==> config.mk <==
export PLATFORM = sky130hd
export DESIGN_NAME = ram_fifo_ctrl
export DESIGN_NICKNAME = d
export VERILOG_FILES = /design/src/rtl/ram_fifo_ctrl.sv
export SDC_FILE = /design/constraint.sdc
export NUM_CORES = 1
export LEC_CHECK = 0
export ABC_AREA = 1
export CAP_MARGIN = 5
export CORE_MARGIN = 4
export CORE_UTILIZATION = 55
export CTS_BUF_LIST = sky130_fd_sc_hd__clkbuf_4
export DETAILED_ROUTE_END_ITERATION = 10
export DONT_BUFFER_PORTS = 1
export PLACE_DENSITY = 0.7
export SLEW_MARGIN = 15
export SYNTH_ARGS = -nofsm -noshare
export SYNTH_HDL_FRONTEND = slang
export SYNTH_SLANG_ARGS = --single-unit
==> constraint.sdc <==
create_clock -name clk -period 2.75 [get_ports clk]
set_input_delay 0.4125 -clock clk [delete_from_list [all_inputs] [get_ports clk]]
set_output_delay 0.4125 -clock clk [all_outputs]
set_load 0.05 [all_outputs]
==> src/rtl/ram_fifo_ctrl.sv <==
// FIFO controller that uses an external single-port 16x4 RAM as storage, with a registered output stage.
// Optional macro FIFO_BYPASS_EN: a word pushed into an empty FIFO loads the output register directly.
module ram_fifo_ctrl #(
  parameter int DATA_W = 4,
  parameter int ADDR_W = 4
) (
  input  logic              clk,
  input  logic              rst_n,
  input  logic              push_valid,
  input  logic [DATA_W-1:0] push_data,
  output logic              push_ready,
  output logic              pop_valid,
  output logic [DATA_W-1:0] pop_data,
  input  logic              pop_ready,
  output logic [ADDR_W:0]   count,
  output logic [ADDR_W-1:0] ram_address,
  output logic [DATA_W-1:0] ram_data_in,
  output logic              ram_wr,
  output logic              ram_rd,
  input  logic [DATA_W-1:0] ram_data_out
);

  localparam int CW = ADDR_W + 1;
  localparam logic [CW-1:0] DEPTH = CW'(2**ADDR_W);

  typedef enum logic [1:0] {IDLE, WRITE, READ} state_t;

  state_t            state;
  logic [ADDR_W-1:0] wptr;
  logic [ADDR_W-1:0] rptr;
  logic [CW-1:0]     ram_cnt;
  logic              out_free;
  logic              refill;
  logic              push_fire;
  logic              bypass;

  always_comb begin
    out_free   = (!pop_valid || pop_ready) && (state != READ);
    refill     = out_free && (ram_cnt != '0);
    push_ready = rst_n && (ram_cnt < DEPTH) && !refill;
    push_fire  = push_valid && push_ready;
`ifdef FIFO_BYPASS_EN
    bypass     = !pop_valid && (ram_cnt == '0) && (state != READ);
`else
    bypass     = 1'b0;
`endif
  end

  // A word being read this cycle is already out of ram_cnt but not yet in pop_valid.
  assign count = ram_cnt + CW'(pop_valid) + CW'(state == READ);

  always_ff @(posedge clk) begin
    if (!rst_n) begin
      state       <= IDLE;
      wptr        <= '0;
      rptr        <= '0;
      ram_cnt     <= '0;
      pop_valid   <= 1'b0;
      pop_data    <= '0;
      ram_address <= '0;
      ram_data_in <= '0;
      ram_wr      <= 1'b0;
      ram_rd      <= 1'b0;
    end else begin
      if (state == READ) begin
        pop_data  <= ram_data_out;
        pop_valid <= 1'b1;
      end else if (pop_valid && pop_ready) begin
        pop_valid <= 1'b0;
      end

      if (refill) begin
        state       <= READ;
        ram_rd      <= 1'b1;
        ram_wr      <= 1'b0;
        ram_address <= rptr;
        rptr        <= rptr + 1'b1;
        ram_cnt     <= ram_cnt - 1'b1;
      end else if (push_fire && bypass) begin
        state     <= IDLE;
        ram_rd    <= 1'b0;
        ram_wr    <= 1'b0;
        pop_data  <= push_data;
        pop_valid <= 1'b1;
      end else if (push_fire) begin
        state       <= WRITE;
        ram_rd      <= 1'b0;
        ram_wr      <= 1'b1;
        ram_address <= wptr;
        ram_data_in <= push_data;
        wptr        <= wptr + 1'b1;
        ram_cnt     <= ram_cnt + 1'b1;
      end else begin
        state  <= IDLE;
        ram_rd <= 1'b0;
        ram_wr <= 1'b0;
      end
    end
  end

endmodule

==> results of run 1 <==
## Yosys cell counts, drive strengths merged
cell    number  area, µm²
nor3         4       20.0
xnor2        1       8.76
and3         1       6.26
o211ai       1       7.51
a21oi       15       75.1
nand3       13       82.6
a31oi        3       18.8
fa           1       20.0
nand4        2       12.5
inv         28        105
nand2       40        163
nor2        25       93.8
o21ai       10       50.0
buf          3       23.8
xor2         4       35.0
dfxtp       28        561
ha           5       62.6
clkbuf       2       7.51
## flip-flops by register name, summed over array words and instances (netlist names), 4 cells and up
name,count
wptr,4
rptr,4
ram_cnt,5
ram_data_in,4
ram_address,4
pop_data,4
## area by class of cell
type,count,area [µm²],area share
well taps,28,35.0,0.0243
inverters,28,105,0.0728
clock buffers,3,22.5,0.0156
multi-input cells,125,661,0.458
repair buffers,8,60.1,0.0416
flip-flops and latches,28,561,0.388
## layer usage
layer  routed length (µm)  part of all wire  track usage
met5                    0                 0            0
met4                   39             0.014       0.0563
met3                  140             0.051       0.0475
met2                 1440              0.52        0.329
met1                 1140              0.41        0.194
## per-stage QoR
stage	setup slack [ps]	hold WS (ps)	power, mW
floorplan	13.0	448	1.60
global placement	657	462	1.78
detailed placement	630	474	1.81
CTS	253	183	1.97
global route	87.0	174	2.13
finish	270	198	1.95
## critical path, stage by stage, from the launching register on
cell and delay (ps):
sky130_fd_sc_hd__dfxtp_1 330, sky130_fd_sc_hd__buf_4 200, sky130_fd_sc_hd__inv_1 80, sky130_fd_sc_hd__fa_1 440, sky130_fd_sc_hd__inv_1 70, sky130_fd_sc_hd__ha_1 170
sky130_fd_sc_hd__nand3_1 100, sky130_fd_sc_hd__xor2_1 150, sky130_fd_sc_hd__buf_4 210
## path summary, 6_finish.rpt
path | from | to | slack [ps] | cells past startpoint
hold reg to reg | wptr[2]$_SDFFE_PN0P_ | wptr[2]$_SDFFE_PN0P_ | 500 | 2
hold / removal | rst_n | rptr[3]$_SDFFE_PN0P_ | 200 | 2
setup / recovery | pop_valid$_SDFFE_PN0P_ | count[4] | 270 | 8
setup reg to reg | pop_valid$_SDFFE_PN0P_ | ram_cnt[4]$_SDFFE_PN0P_ | 740 | 15
## cells by family (layout without fill, tap and decap cells)
group	after synthesis	after routing	synth area share
xor gates and xnor gates	5	5	0.0324
AOI/OAI and AO/OA	29	29	0.112
and+or+nand+nor	85	85	0.279
adders and majority gates	6	6	0.0611
DFF	28	28	0.414
buffers and inverters	33	39	0.101
## where the power goes
part | internal (mW) | leakage [nW] | switching, mW
Combinational | 0.322 | 0.414 | 0.729
Sequential | 0.509 | 0.229 | 0.232
Clock | 0.0513 | 0.0138 | 0.111
==> impl_metrics.yaml, run 1 <==
synth:
  syn-num-nets: 204
  synth_seq_area_share: 0.414
  synth.ff_latch_count: 28
  yosysWarningCount: 0
  synth.distinct_cells: 26
  syn-mean-instance-area_um2: 7.27
  syn-instance-count: 186
  post_synth_instance_area_mm2: 0.00135
cells_and_area:
  final_core_utilization: 0.634
  layout.filler_cells: 202
  final_cell_area_mm2: 0.00144
  drive_gt1_frac: 0.109
  mostFrequentLayoutCells: "37 x sky130_fd_sc_hd__nand2_1, 28 x sky130_fd_sc_hd__dfxtp_1, 25 x sky130_fd_sc_hd__nor2_1, 24 x sky130_fd_sc_hd__inv_1, 15 x sky130_fd_sc_hd__a21oi_1"
  n_antenna_cell: 0
  nets: 212
  stdcell_count: 220
  layout.cells.most_common: "sky130_fd_sc_hd__nand2_1"
  syn_to_layout_area_delta_pct: 6.75
cts:
  postCtsHoldBufs: 0
  cts_tree: "yes"
  cts_htree_levels: 1
  cts_buffers: 3
  clkLatencyLatePin_ps: 320
  cts_max_path_buffers: 2
  ctsRootBufferMaster: "sky130_fd_sc_hd__clkbuf_4"
  cts_resized: 0
  clk_pin_slew_worst_paths_ps: 140
  clock_sinks: 28
  post_cts_buffers: 0
placed_design:
  detailed_placement_wirelength_estimate_um: 2020
  dp_cells: 217
  io_buffer_count: 0
  gp_routability_congestion: 0.755
  detailed_place.area_mm2: 0.00142
routing:
  dr_total_vias: 1183
  drt-vias-per-instance: 5.38
  detail_route.first_pass.iterations: 4
  ant_nets_after_route: 0
  detailedRoute.firstIterationViolations: 36
  wire_per_inst_um: 12.5
  post-route-drc-count: 0
  wire_length_after_detailed_routing_um: 2760
sta:
  finalHoldViolCount: 0
  finClkSkew_ps: 5.47
  grt_setup_unrepaired: "false"
  fmax_mhz: 403
  final.min_clock_period_ps: 2480
  finalSetupViolCount: 0
  tightestPinTransition_ps: 526
  setup_tns_ps: 0
  slew_headroom: 0.649
  timing.final.max_slew_violations: 0
  final.period_utilization: 0.902
global_routing:
  grt_max_degree: 17
  initial_antenna_violation_count: 0
  gr-total-overflow: 0
  first_global_vias: 1152
  grt_pass1_wl_um: 4770
  groute.usage.overall: 0.178
hold_path:
  min_path_type: "in2reg"
pwr:
  power.density_mw_per_mm2: 1350
  p_leak_nw: 0.657
  max-vdd-ir-drop_mv: 0.645
worst_setup_path:
  critical_path_required_ps: 2340
  critical_path_arrival_ps: 2070
  cp_max_fo: 3
  setup.worst_path.end_class: "output pin"
  timing.setup.critical_path_class: "reg2out"
  cp-start-kind: "flop"
die:
  initial_cell_density_of_the_core: 0.594
  die_width_um: 57.6
  fp.coreArea_mm2: 0.00228
  io_pins: 33
  die_h_um: 57.6
  die_area_mm2: 0.00332
  core.rowCount: 17
run_status:
  run_status: "finished clean"
job:
  maxcap_viol_count: 0
(Power assumes the default switching activity.)
==> run 2: changes to the inputs <==
Settings changed: CTS_CLUSTER_SIZE from default to 24, MAX_ROUTING_LAYER from default to met4.
==> impl_metrics.yaml, run 2 (same netlist as run 1, synthesis figures left out) <==
run_status:
  run_status: "finished clean"
die:
  initial_cell_density_of_the_core: 0.594
  fp.coreArea_mm2: 0.00228
  die_width_um: 57.6
  die_h_um: 57.6
  core.rowCount: 17
  die_area_mm2: 0.00332
  io_pins: 33
cts:
  cts_max_path_buffers: 2
  postCtsHoldBufs: 0
  ctsRootBufferMaster: "sky130_fd_sc_hd__clkbuf_4"
  clkLatencyLatePin_ps: 320
  cts_resized: 0
  cts_buffers: 3
  cts_tree: "yes"
  post_cts_buffers: 0
  clk_pin_slew_worst_paths_ps: 140
  clock_sinks: 28
  cts_htree_levels: 1
routing:
  dr_total_vias: 1183
  wire_length_after_detailed_routing_um: 2760
  post-route-drc-count: 0
  ant_nets_after_route: 0
  detail_route.first_pass.iterations: 4
  drt-vias-per-instance: 5.38
  detailedRoute.firstIterationViolations: 37
  wire_per_inst_um: 12.5
cells_and_area:
  largest_register_ffs: 5
  mostFrequentLayoutCells: "37 x sky130_fd_sc_hd__nand2_1, 28 x sky130_fd_sc_hd__dfxtp_1, 25 x sky130_fd_sc_hd__nor2_1, 24 x sky130_fd_sc_hd__inv_1, 15 x sky130_fd_sc_hd__a21oi_1"
  stdcell_count: 220
  layout.cells.most_common: "sky130_fd_sc_hd__nand2_1"
  final_core_utilization: 0.634
  top_register: "ram_cnt"
  nets: 212
  final_cell_area_mm2: 0.00144
  drive_gt1_frac: 0.109
  syn_to_layout_area_delta_pct: 6.75
  n_antenna_cell: 0
worst_setup_path:
  critical_path_arrival_ps: 2070
  setup.worst_path.end_class: "output pin"
  timing.setup.critical_path_class: "reg2out"
  critical_path_required_ps: 2340
  cp_max_fo: 3
  cp-start-kind: "flop"
global_routing:
  groute.usage.overall: 0.183
  gr-total-overflow: 0
  initial_antenna_violation_count: 0
  first_global_vias: 1151
  grt_pass1_wl_um: 4770
  grt_max_degree: 17
sta:
  finalHoldViolCount: 0
  grt_setup_unrepaired: "false"
  finClkSkew_ps: 5.44
  final.period_utilization: 0.902
  fmax_mhz: 403
  tightestPinTransition_ps: 526
  setup_tns_ps: 0
  timing.final.max_slew_violations: 0
  hold_slack_ps: 198
  finalSetupViolCount: 0
  slew_headroom: 0.649
  final.min_clock_period_ps: 2480
pwr:
  power.density_mw_per_mm2: 1350
  p_leak_nw: 0.657
  max-vdd-ir-drop_mv: 0.645
hold_path:
  min_path_type: "in2reg"
placed_design:
  gp_routability_congestion: 0.764
  detailed_placement_wirelength_estimate_um: 2020
  detailed_place.area_mm2: 0.00142
  io_buffer_count: 0
  dp_cells: 217
job:
  maxcap_viol_count: 0
==> run 2: area by class of cell <==
type	instances	area (µm²)
Fill cell	202	832
Multi-Input combinational cell	125	661
Inverter	28	105
Sequential cell	28	561
Timing Repair Buffer	8	60.1
Clock buffer	3	22.5
Tap cell	28	35.0
==> run 2: metrics by stage <==
step	total power [mW]	worst slack (ps)
2_1_floorplan	1.60	13.0
3_3_place_gp	1.78	657
3_5_place_dp	1.81	630
4_1_cts	1.97	253
5_1_grt	2.13	87.0
6_report	1.95	270
==> run 2: worst max-delay path, stage by stage, from the launching register on <==
cell and delay, ps:
sky130_fd_sc_hd__dfxtp_1 330, sky130_fd_sc_hd__buf_4 200, sky130_fd_sc_hd__inv_1 80, sky130_fd_sc_hd__fa_1 440, sky130_fd_sc_hd__inv_1 70, sky130_fd_sc_hd__ha_1 170
sky130_fd_sc_hd__nand3_1 100, sky130_fd_sc_hd__xor2_1 150, sky130_fd_sc_hd__buf_4 210
==> run 2: report_power, final <==
group | internal [mW] | switching, mW | leakage (nW)
clock network | 0.0513 | 0.111 | 0.0138
registers | 0.509 | 0.232 | 0.229
logic | 0.322 | 0.729 | 0.414
==> run 2: metal layers <==
| layer | track usage | vias up | wire length (µm) |
|---|---|---|---|
| met2 | 0.331 | 28 | 1430 |
| li1 | - | 601 | - |
| met1 | 0.193 | 550 | 1150 |
| met3 | 0.0475 | 4 | 140 |
| met4 | 0.0563 | 0 | 39 |
| met5 | - | - | 0 |
==> run 2: path summary, 6_finish.rpt <==
check	from	end	slack (ps)	depth (start not counted)
min	rst_n	rptr[3]$_SDFFE_PN0P_	200	2
min reg2reg	wptr[2]$_SDFFE_PN0P_	wptr[2]$_SDFFE_PN0P_	500	2
max reg2reg	pop_valid$_SDFFE_PN0P_	ram_cnt[4]$_SDFFE_PN0P_	740	15
max	pop_valid$_SDFFE_PN0P_	count[4]	270	8
==> run 3: changes to the inputs <==
Settings changed: PLACE_DENSITY 0.7 to 0.74.
==> impl_metrics.yaml, run 3 (same netlist as run 1, synthesis figures left out) <==
run_status:
  run_status: "finished clean"
worst_setup_path:
  worstPathBufferInverterCount: 4
  critical_path_required_ps: 2340
  critPathSlowestCell: "sky130_fd_sc_hd__fa_1"
  setup.worst_path.end_class: "output pin"
  slowest_delay_ps: 440
  crit_path_leading_delay_family: "adder cells"
  timing.setup.critical_path_class: "reg2out"
  cp_max_fo: 3
  cp-start-kind: "flop"
  critical_path.cell_chain: "buf_4, inv_1, fa_1, inv_1, ha_1, nand3_1, xor2_1, buf_4"
  critical_path_arrival_ps: 2080
sta:
  timing.final.max_slew_violations: 0
  finalHoldViolCount: 0
  final.period_utilization: 0.906
  finalSetupViolCount: 0
  finClkSkew_ps: 5.72
  slew_headroom: 0.644
  tightestPinTransition_ps: 533
  final.min_clock_period_ps: 2490
  fmax_mhz: 401
  grt_setup_unrepaired: "false"
  setup_tns_ps: 0
cts:
  cts_htree_levels: 1
  cts_resized: 0
  clk_pin_slew_worst_paths_ps: 150
  post_cts_buffers: 0
  cts_max_path_buffers: 2
  clkLatencyLatePin_ps: 330
  ctsRootBufferMaster: "sky130_fd_sc_hd__clkbuf_4"
  cts_buffers: 3
  clock_sinks: 28
  postCtsHoldBufs: 0
  cts_tree: "yes"
global_routing:
  gr-total-overflow: 0
  groute.layer.met2.usage: 0.319
  global_route_track_usage_on_met1: 0.205
  gr_util_met3: 0.0430
  first_global_vias: 1056
  grt_max_degree: 17
  grt.busiest_layer: "met2"
  groute.usage.overall: 0.181
  grt_pass1_wl_um: 4600
  initial_antenna_violation_count: 0
pwr:
  p_leak_nw: 0.671
  power.density_mw_per_mm2: 1400
  max-vdd-ir-drop_mv: 0.748
die:
  die_h_um: 57.6
  die_width_um: 57.6
  die_area_mm2: 0.00332
  initial_cell_density_of_the_core: 0.594
  fp.coreArea_mm2: 0.00228
  core.rowCount: 17
  io_pins: 33
cells_and_area:
  final_core_utilization: 0.648
  layout.cells.most_common: "sky130_fd_sc_hd__nand2_1"
  seq_area_um2: 561
  final_cell_area_mm2: 0.00147
  layout.filler_cells: 191
  nets: 212
  multi_input_area_um2: 661
  drive_gt1_frac: 0.114
  top_register: "ram_cnt"
  mostFrequentLayoutCells: "37 x sky130_fd_sc_hd__nand2_1, 28 x sky130_fd_sc_hd__dfxtp_1, 25 x sky130_fd_sc_hd__nor2_1, 24 x sky130_fd_sc_hd__inv_1, 15 x sky130_fd_sc_hd__a21oi_1"
  syn_to_layout_area_delta_pct: 8.97
  largest_register_ffs: 5
  n_antenna_cell: 0
placed_design:
  gp_routability_congestion: 0.759
  detailed_place.area_mm2: 0.00142
  io_buffer_count: 0
  detailed_placement_wirelength_estimate_um: 2000
hold_path:
  min_path_type: "in2reg"
routing:
  wire_per_inst_um: 12.2
  detail_route.first_pass.iterations: 4
  dr_total_vias: 1160
  detailedRoute.firstIterationViolations: 42
  post-route-drc-count: 0
  ant_nets_after_route: 0
  drt-vias-per-instance: 5.25
  wire_length_after_detailed_routing_um: 2700
job:
  maxcap_viol_count: 0
-- run 3: metrics by stage --
| stage | hold slack [ps] | cells | power (mW) | setup WS (ps) |
|---|---|---|---|---|
| after floorplan | 448 | 186 | 1.60 | 13.0 |
| after global placement | 462 | 217 | 1.77 | 660 |
| after detailed placement | 484 | 217 | 1.80 | 618 |
| after CTS | 167 | 221 | 2.07 | 235 |
| after global routing | 157 | 221 | 2.23 | 115 |
| final | 174 | 221 | 2.06 | 258 |
-- run 3: layout make-up --
cell class                      instances  share of cell area
Clock inverter                          1              0.0204
Sequential cell                        28               0.380
Timing Repair Buffer                    8              0.0407
Inverter                               28              0.0713
Tap cell                               28              0.0238
Clock buffer                            3              0.0153
Multi-Input combinational cell        125               0.448
-- run 3: worst paths after layout --
kind,start,endpoint,slack (ps),depth (start not counted)
worst max register to register,pop_valid$_SDFFE_PN0P_,ram_cnt[4]$_SDFFE_PN0P_,730,15
worst min-delay path,rst_n,wptr[3]$_SDFFE_PN0P_,170,2
worst min register to register,wptr[3]$_SDFFE_PN0P_,ram_address[3]$_SDFFE_PN0P_,500,2
worst max-delay path,pop_valid$_SDFFE_PN0P_,count[4],260,8
-- run 3: routing by layer --
metal,wire length [µm],vias up
li1,-,605
met1,1130,520
met2,1380,31
met3,165,4
met4,30,0
met5,0,-
-- run 3: power breakdown --
group / internal (mW) / switching [mW]
sequential: 0.509 / 0.228
combinational: 0.323 / 0.731
clock: 0.148 / 0.125
total: 0.979 / 1.08
